### config.mk
export PLATFORM = sky130hd
export DESIGN_NAME = mem_arbiter_flat
export DESIGN_NICKNAME = d
export VERILOG_FILES = /design/src/rtl/mem_arbiter_if.sv /design/src/rtl/mem_arbiter.sv /design/src/flat_wrapper.sv
export SDC_FILE = /design/constraint.sdc
export NUM_CORES = 1
export LEC_CHECK = 0
export BUFFER_PORTS_ARGS = -buffer_cell sky130_fd_sc_hd__buf_2
export CORE_AREA = 2 2 117 119
export DETAILED_ROUTE_END_ITERATION = 6
export DIE_AREA = 0 0 119 121
export GPL_ROUTABILITY_DRIVEN = 0
export PLACE_DENSITY = 0.45
export SLEW_MARGIN = 20
export SYNTH_ARGS = -nofsm -noshare
export SYNTH_HDL_FRONTEND = slang
export SYNTH_SLANG_ARGS = --single-unit
### constraint.sdc
create_clock -name clk -period 3.44 [get_ports clk]
set_clock_uncertainty 0.05 [all_clocks]
set_input_delay 0.344 -clock clk [delete_from_list [all_inputs] [get_ports clk]]
set_output_delay 0.344 -clock clk [all_outputs]
set_load 0.05 [all_outputs]
### src/rtl/mem_arbiter_if.sv
// Bundle of the two requester ports and the shared mem port seen by mem_arbiter.
interface mem_arbiter_if #(
    parameter int unsigned ADDR_WIDTH = 32,
    parameter int unsigned DATA_WIDTH = 32
);
    logic                  m0_req;
    logic                  m0_we;
    logic [ADDR_WIDTH-1:0] m0_addr;
    logic [DATA_WIDTH-1:0] m0_wdata;
    logic [DATA_WIDTH-1:0] m0_rdata;
    logic                  m0_ack;

    logic                  m1_req;
    logic                  m1_we;
    logic [ADDR_WIDTH-1:0] m1_addr;
    logic [DATA_WIDTH-1:0] m1_wdata;
    logic [DATA_WIDTH-1:0] m1_rdata;
    logic                  m1_ack;

    logic [ADDR_WIDTH-1:0] mem_addr;
    logic [DATA_WIDTH-1:0] mem_data_in;
    logic                  mem_read_enable;
    logic                  mem_write_enable;
    logic [DATA_WIDTH-1:0] mem_data_out;
    logic                  mem_wait;

    // Arbiter side
    modport slave (
        input  m0_req, m0_we, m0_addr, m0_wdata,
        input  m1_req, m1_we, m1_addr, m1_wdata,
        output m0_rdata, m0_ack, m1_rdata, m1_ack,
        output mem_addr, mem_data_in, mem_read_enable, mem_write_enable,
        input  mem_data_out, mem_wait
    );

    // Requester and memory side
    modport master (
        output m0_req, m0_we, m0_addr, m0_wdata,
        output m1_req, m1_we, m1_addr, m1_wdata,
        input  m0_rdata, m0_ack, m1_rdata, m1_ack,
        input  mem_addr, mem_data_in, mem_read_enable, mem_write_enable,
        output mem_data_out, mem_wait
    );
endinterface

### src/rtl/mem_arbiter.sv
// Two-port round-robin arbiter sharing one mem port; each access runs ACCESS then RESP.
module mem_arbiter #(
    parameter int unsigned ADDR_WIDTH = 32,
    parameter int unsigned DATA_WIDTH = 32
) (
    input  logic         clk,
    input  logic         rst_n,
    mem_arbiter_if.slave bus
);
    typedef enum logic [1:0] {
        IDLE   = 2'd0,
        ACCESS = 2'd1,
        RESP   = 2'd2
    } state_t;

    state_t state;
    state_t state_next;
    logic   gnt;
    logic   gnt_next;
    logic   last;
    logic   last_next;
    logic   win;
    logic   other_req;

    logic [ADDR_WIDTH-1:0] sel_addr;
    logic [DATA_WIDTH-1:0] sel_wdata;
    logic                  sel_we;

    // State, owning port and most-recently-served port
    always_ff @(posedge clk) begin
        if (!rst_n) begin
            state <= IDLE;
            gnt   <= 1'b0;
            last  <= 1'b1;
        end else begin
            state <= state_next;
            gnt   <= gnt_next;
            last  <= last_next;
        end
    end

    // Arbitration and sequencing; in RESP only the non-owning port may be granted
    always_comb begin
        state_next = state;
        gnt_next   = gnt;
        last_next  = last;
        win        = (bus.m0_req && bus.m1_req) ? ~last : bus.m1_req;
        other_req  = gnt ? bus.m0_req : bus.m1_req;
        unique case (state)
            IDLE: begin
                if (bus.m0_req || bus.m1_req) begin
                    state_next = ACCESS;
                    gnt_next   = win;
                    last_next  = win;
                end
            end
            ACCESS: begin
                if (!bus.mem_wait) begin
                    state_next = RESP;
                end
            end
            RESP: begin
                if (other_req) begin
                    state_next = ACCESS;
                    gnt_next   = ~gnt;
                    last_next  = ~gnt;
                end else begin
                    state_next = IDLE;
                end
            end
            default: begin
                state_next = IDLE;
            end
        endcase
    end

    // Bus mux on the owner, enables only in ACCESS, acks decoded from registers
    always_comb begin
        sel_addr             = gnt ? bus.m1_addr  : bus.m0_addr;
        sel_wdata            = gnt ? bus.m1_wdata : bus.m0_wdata;
        sel_we               = gnt ? bus.m1_we    : bus.m0_we;
        bus.mem_addr         = sel_addr;
        bus.mem_data_in      = sel_wdata;
        bus.mem_read_enable  = 1'b0;
        bus.mem_write_enable = 1'b0;
        bus.m0_ack           = (state == RESP) && !gnt;
        bus.m1_ack           = (state == RESP) && gnt;
        bus.m0_rdata         = bus.mem_data_out;
        bus.m1_rdata         = bus.mem_data_out;
        if (state == ACCESS) begin
            bus.mem_read_enable  = !sel_we;
            bus.mem_write_enable = sel_we;
        end
    end
endmodule
### src/flat_wrapper.sv
// flat-port wrapper written by rule: the top's interface ports become plain ports
module mem_arbiter_flat 
#(
    parameter int unsigned ADDR_WIDTH = 32,
    parameter int unsigned DATA_WIDTH = 32
)
  (clk, rst_n, bus_m0_req, bus_m0_we, bus_m0_addr, bus_m0_wdata, bus_m1_req, bus_m1_we, bus_m1_addr, bus_m1_wdata, bus_m0_rdata, bus_m0_ack, bus_m1_rdata, bus_m1_ack, bus_mem_addr, bus_mem_data_in, bus_mem_read_enable, bus_mem_write_enable, bus_mem_data_out, bus_mem_wait);
  mem_arbiter_if #(.ADDR_WIDTH(ADDR_WIDTH), .DATA_WIDTH(DATA_WIDTH)) bus_i ();
  input  logic clk;
  input  logic rst_n;
  input wire logic [$bits(bus_i.m0_req)-1:0] bus_m0_req;
  input wire logic [$bits(bus_i.m0_we)-1:0] bus_m0_we;
  input wire logic [$bits(bus_i.m0_addr)-1:0] bus_m0_addr;
  input wire logic [$bits(bus_i.m0_wdata)-1:0] bus_m0_wdata;
  input wire logic [$bits(bus_i.m1_req)-1:0] bus_m1_req;
  input wire logic [$bits(bus_i.m1_we)-1:0] bus_m1_we;
  input wire logic [$bits(bus_i.m1_addr)-1:0] bus_m1_addr;
  input wire logic [$bits(bus_i.m1_wdata)-1:0] bus_m1_wdata;
  output wire logic [$bits(bus_i.m0_rdata)-1:0] bus_m0_rdata;
  output wire logic [$bits(bus_i.m0_ack)-1:0] bus_m0_ack;
  output wire logic [$bits(bus_i.m1_rdata)-1:0] bus_m1_rdata;
  output wire logic [$bits(bus_i.m1_ack)-1:0] bus_m1_ack;
  output wire logic [$bits(bus_i.mem_addr)-1:0] bus_mem_addr;
  output wire logic [$bits(bus_i.mem_data_in)-1:0] bus_mem_data_in;
  output wire logic [$bits(bus_i.mem_read_enable)-1:0] bus_mem_read_enable;
  output wire logic [$bits(bus_i.mem_write_enable)-1:0] bus_mem_write_enable;
  input wire logic [$bits(bus_i.mem_data_out)-1:0] bus_mem_data_out;
  input wire logic [$bits(bus_i.mem_wait)-1:0] bus_mem_wait;
  assign bus_i.m0_req = bus_m0_req;
  assign bus_i.m0_we = bus_m0_we;
  assign bus_i.m0_addr = bus_m0_addr;
  assign bus_i.m0_wdata = bus_m0_wdata;
  assign bus_i.m1_req = bus_m1_req;
  assign bus_i.m1_we = bus_m1_we;
  assign bus_i.m1_addr = bus_m1_addr;
  assign bus_i.m1_wdata = bus_m1_wdata;
  assign bus_m0_rdata = bus_i.m0_rdata;
  assign bus_m0_ack = bus_i.m0_ack;
  assign bus_m1_rdata = bus_i.m1_rdata;
  assign bus_m1_ack = bus_i.m1_ack;
  assign bus_mem_addr = bus_i.mem_addr;
  assign bus_mem_data_in = bus_i.mem_data_in;
  assign bus_mem_read_enable = bus_i.mem_read_enable;
  assign bus_mem_write_enable = bus_i.mem_write_enable;
  assign bus_i.mem_data_out = bus_mem_data_out;
  assign bus_i.mem_wait = bus_mem_wait;
  mem_arbiter #(.ADDR_WIDTH(ADDR_WIDTH), .DATA_WIDTH(DATA_WIDTH)) u_core (.clk(clk), .rst_n(rst_n), .bus(bus_i));
endmodule
# Word-level counts from Yosys, hierarchy flattened
# Cells that the tools add are included.
word_totals:
  word_cells: 34
  input_bits: 167
  reg_bits: 4
op_classes:
  n_bitwise: 2
  eq_ne: 5
  mux: 14
  n_reduce_logical: 10
op_table:
  columns: ["cell", "n"]
  rows:
  - ["$mux 32", 2]
  - ["$mux 1", 8]
  - ["$pmux 2 s3", 1]
  - ["$mux 2", 2]
  - ["$ne 2x1->1 const B", 2]
  - ["$logic_and 1x1->1", 3]
  - ["$reduce_and 3->1", 1]
  - ["$eq 2x1->1 const B", 1]
  - ["$eq 2x2->1 const B", 1]
  - ["$logic_not 1->1", 2]
  - ["$logic_not 2->1", 1]
  - ["$ne 2x2->1 const B", 1]
  - ["$not 1->1", 2]
  - ["$pmux 1 s2", 1]
  - ["$reduce_and 2->1", 1]
  - ["$reduce_bool 2->1", 1]
  - ["$logic_or 1x1->1", 1]

# Logic depth before layout (Yosys ltp)
depth:
  word_depth: 4
  depth_mapped: 5

# Worst setup path after synthesis
# Ideal clock, no wire load.
synth_path:
  path_type: "flip-flop to output port"
  from: "reg u_core.gnt"
  to: "out bus_mem_write_enable"
  stages_incl_launch_ff: 5
  path_slack_ps: 1728
  arrival_ps: 1318
  n_path_buf: 2
  cell_sequence: "dfxtp_1 buf_6 buf_6 mux2i_1 nor2_1"
synth_via:
  elab_chain_cells: 2
synth_rtl:
  columns: ["element", "line", "source"]
  rows:
  - ["start, declared", "mem_arbiter.sv:18", "logic gnt;"]
  - ["start signal, assigned", "mem_arbiter.sv:37", "gnt <= gnt_next;"]
  - ["$mux 1", "mem_arbiter.sv:81", "sel_we = gnt ? bus.m1_we : bus.m0_we;"]
  - ["$mux 1", "mem_arbiter.sv:90", "if (state == ACCESS) begin"]
  - ["end, declared", "flat_wrapper.sv:26", "output wire logic [$bits(bus_i.mem_write_enable)-1:0] bus_mem_write_enable;"]
# No other way between the ends.

# Final worst setup path
layout_path:
  from: "reg u_core.gnt"
  to: "out bus_mem_addr[23]"
layout_via:
  elab_chain_cells: 1
layout_rtl:
  columns: ["element", "line", "source"]
  rows:
  - ["$mux 32", "mem_arbiter.sv:79", "sel_addr = gnt ? bus.m1_addr : bus.m0_addr;"]
  - ["end, declared", "flat_wrapper.sv:23", "output wire logic [$bits(bus_i.mem_addr)-1:0] bus_mem_addr;"]
# No other way between the ends.

==> impl_metrics.json <==
{
  "synth.top_cells.by_count": "64 x sky130_fd_sc_hd__buf_4, 45 x sky130_fd_sc_hd__mux2_2, 19 x sky130_fd_sc_hd__mux2_4",
  "final_min_period_over_clock_period": 0.625,
  "synth_edf_count": 0,
  "cts-buffers-inserted": 3,
  "critical_path.endpoint_type": "output pin",
  "antenna_left": 0,
  "worst_hold_path_type": "primary input to flop",
  "post_drt_via_cell_ratio": 3.41,
  "setup_repair_after_global_routing_missed_its_margin": "no",
  "floorplan.core_area_sq_um": 13100,
  "power.static_leakage_uw": 0.00126,
  "std_cell_rows": 42,
  "vdd_drop_max_uv": 186,
  "synth.lib_cells_used.distinct": 20,
  "clock_sink_count": 4,
  "power.clock.fraction": 0.219,
  "antennaDiodeCount": 0,
  "drt_wl_total_mm": 4.85,
  "power.sequential.fraction": 0.084,
  "worstReg2RegEnd": "u_core.last",
  "finalWorstPathRequiredPeriod_ns": 2.15,
  "synth_fp_nets": 332,
  "cell_type_with_the_highest_aggregate_area_in_the_netlist": "sky130_fd_sc_hd__mux2_2",
  "grt_antenna_before_repair": 0,
  "synth_ff_type": "sky130_fd_sc_hd__dfxtp_1",
  "post_cts_setup_buffer_count": 0,
  "power-per-cell-area_nw_per_um2": 358,
  "critical_path.startpoint_type": "flop",
  "synth.avg_cell_area_sq_um": 9.50,
  "place_ws_ns": 1.49,
  "outcome": "finished, final reports clean",
  "synth_seq_cells": 4,
  "synth_cells": 165,
  "p_switching_uw": 427,
  "power_frac_comb": 0.697,
  "drt_iter0_markers": 39,
  "hold_violations": 0,
  "crit_start": "u_core.gnt",
  "critical_path.endpoint": "bus_mem_addr[23]",
  "avgRoutedWirePerCell_um": 10.2,
  "vias": 1619,
  "report.final.setup_viol": 0,
  "postCtsHoldBufs": 0,
  "netlist_top_cells_area": "sky130_fd_sc_hd__mux2_2 32%, sky130_fd_sc_hd__buf_4 31%, sky130_fd_sc_hd__mux2_4 18%",
  "io_buffers": 202,
  "multi_input_area_sq_um": 927,
  "cts_tree": "built",
  "report.final.slew_viol_count": 0,
  "tightest_slew_ns": 0.473,
  "cts_htree_levels": 1,
  "floorplan.die_area_sq_um": 14400,
  "type_of_the_worst_setup_path": "flop to output pin",
  "timing.critical_path.required_ns": 3.05,
  "grt.total_usage": 0.0592,
  "die-width_um": 119,
  "grt_pass1_wl_mm": 7.01,
  "sw_frac_of_total": 0.507,
  "finalSetupTns_ns": 0,
  "reg2reg_slack_ns": 1.71,
  "max_freq_mhz": 465,
  "detailed_place_hpwl_mm": 4.29,
  "yosysMostFrequentCell": "sky130_fd_sc_hd__buf_4",
  "die-height_um": 121,
  "cts_root_buffer": "sky130_fd_sc_hd__clkbuf_16",
  "clock_path_buffers": 2,
  "register_area_sq_um": 83.8,
  "timing.final.ws_setup_ns": 1.29,
  "first_global_vias": 1570,
  "post_route_cells_drive_above_1_share": 0.910,
  "async_flop_share": 0,
  "io-pin-count": 299,
  "summed_instance_area_of_the_synthesized_netlist_sq_um": 1570,
  "cts_resized": 0,
  "critical_path_arrival_ns": 1.76,
  "initial_core_util": 0.120,
  "fill_cells": 1471,
  "slew_headroom": 0.685,
  "synthToLayoutAreaGrowth_pct": 50.0,
  "maximum_number_of_pins_on_one_net_before_global_route_repair": 43,
  "reg2regPathDepth": 4,
  "clk_latency_ns": 0.22,
  "post-synth-top-area-fraction": 0.323,
  "worst_setup_hold_path_clk_slew_ns": 0.03,
  "critPathMaxFanout": 42,
  "drc_errors": 0,
  "finalNetCount": 467,
  "yosys_warnings": 0,
  "synth_sequential_area_ratio": 0.0511,
  "detailedRoute.firstPassIterationCount": 4,
  "p_int_uw": 415,
  "overflow": 0,
  "maxCapViolations": 0,
  "r2r-start": "u_core.gnt"
}
## power groups by stage
| stage | combinational, uW | clock, uW | sequential [uW] |
|---|---|---|---|
| 6_report | 587 | 185 | 70.8 |
| 5_1_grt | 614 | 193 | 73.2 |
| 4_1_cts | 592 | 189 | 71.4 |
| 3_5_place_dp | 591 | 0 | 71.9 |
| 3_3_place_gp | 587 | 0 | 71.1 |
| 2_1_floorplan | 665 | 0 | 53.0 |
## worst min-delay path by stage
stage,startpoint,cells past startpoint,endpoint,slack [ns]
floorplan,bus_mem_wait,1,u_core.state[1],0.37
global placement,u_core.last,1,u_core.last,0.42
detailed placement,u_core.last,1,u_core.last,0.43
CTS,bus_mem_wait,2,u_core.state[1],0.26
global route,bus_mem_wait,2,u_core.state[1],0.26
finish,bus_mem_wait,2,u_core.state[1],0.26
## registers in the layout, summed over array words and instances (netlist names)
name and count:
u_core.gnt 1, u_core.state 2, u_core.last 1
## cells in the final DEF, fill, tap and decap left out, types with 2 or more instances in the layout
| cell type | n |
|---|---|
| sky130_fd_sc_hd__a21oi_1 | 2 |
| sky130_fd_sc_hd__buf_2 | 202 |
| sky130_fd_sc_hd__clkbuf_16 | 3 |
| sky130_fd_sc_hd__dfxtp_1 | 3 |
| sky130_fd_sc_hd__inv_1 | 3 |
| sky130_fd_sc_hd__mux2_2 | 45 |
| sky130_fd_sc_hd__mux2_4 | 19 |
| sky130_fd_sc_hd__mux2i_1 | 2 |
| sky130_fd_sc_hd__nand2b_1 | 4 |
| sky130_fd_sc_hd__nor2_1 | 5 |
## worst max-delay path, cell delays in order, from the launching register on
cell and delay [ns]:
sky130_fd_sc_hd__dfxtp_4 0.64, sky130_fd_sc_hd__buf_12 0.30, sky130_fd_sc_hd__mux2_2 0.37, sky130_fd_sc_hd__buf_2 0.21
## through the flow
step                      total power, uW  instance area (sq um)  utilization  instances  hold slack (ns)
after detailed placement              663                   2270        0.174        471            0.433
after global placement                658                   2270        0.174        471            0.421
final                                 842                   2350        0.180        475            0.258
after global routing                  880                   2350        0.180        475            0.256
after floorplan                       718                   1570            -        165            0.373
after CTS                             852                   2350        0.180        475            0.258
## final cells by class
type                    count  area share
flip-flops and latches      4      0.0356
well taps                 176      0.0936
inverters                   3     0.00479
clock buffers               4      0.0335
multi-input cells          85       0.394
repair buffers            203       0.438
## logic make-up after synthesis
logic type / Yosys count / share of synthesized area
buf+inv: 76 / 0.358
compound gates: 6 / 0.0295
flops: 4 / 0.0511
simple gates: 13 / 0.0439
mux: 66 / 0.518
## layer usage
layer	vias to the layer above	GRT usage	part of all wire
li1	769	-	-
met1	691	0.0534	0.29
met2	137	0.110	0.50
met3	22	0.0320	0.17
met4	0	0.0246	0.036
met5	-	0	0
No activity file was read; power rests on OpenSTA's default activity.
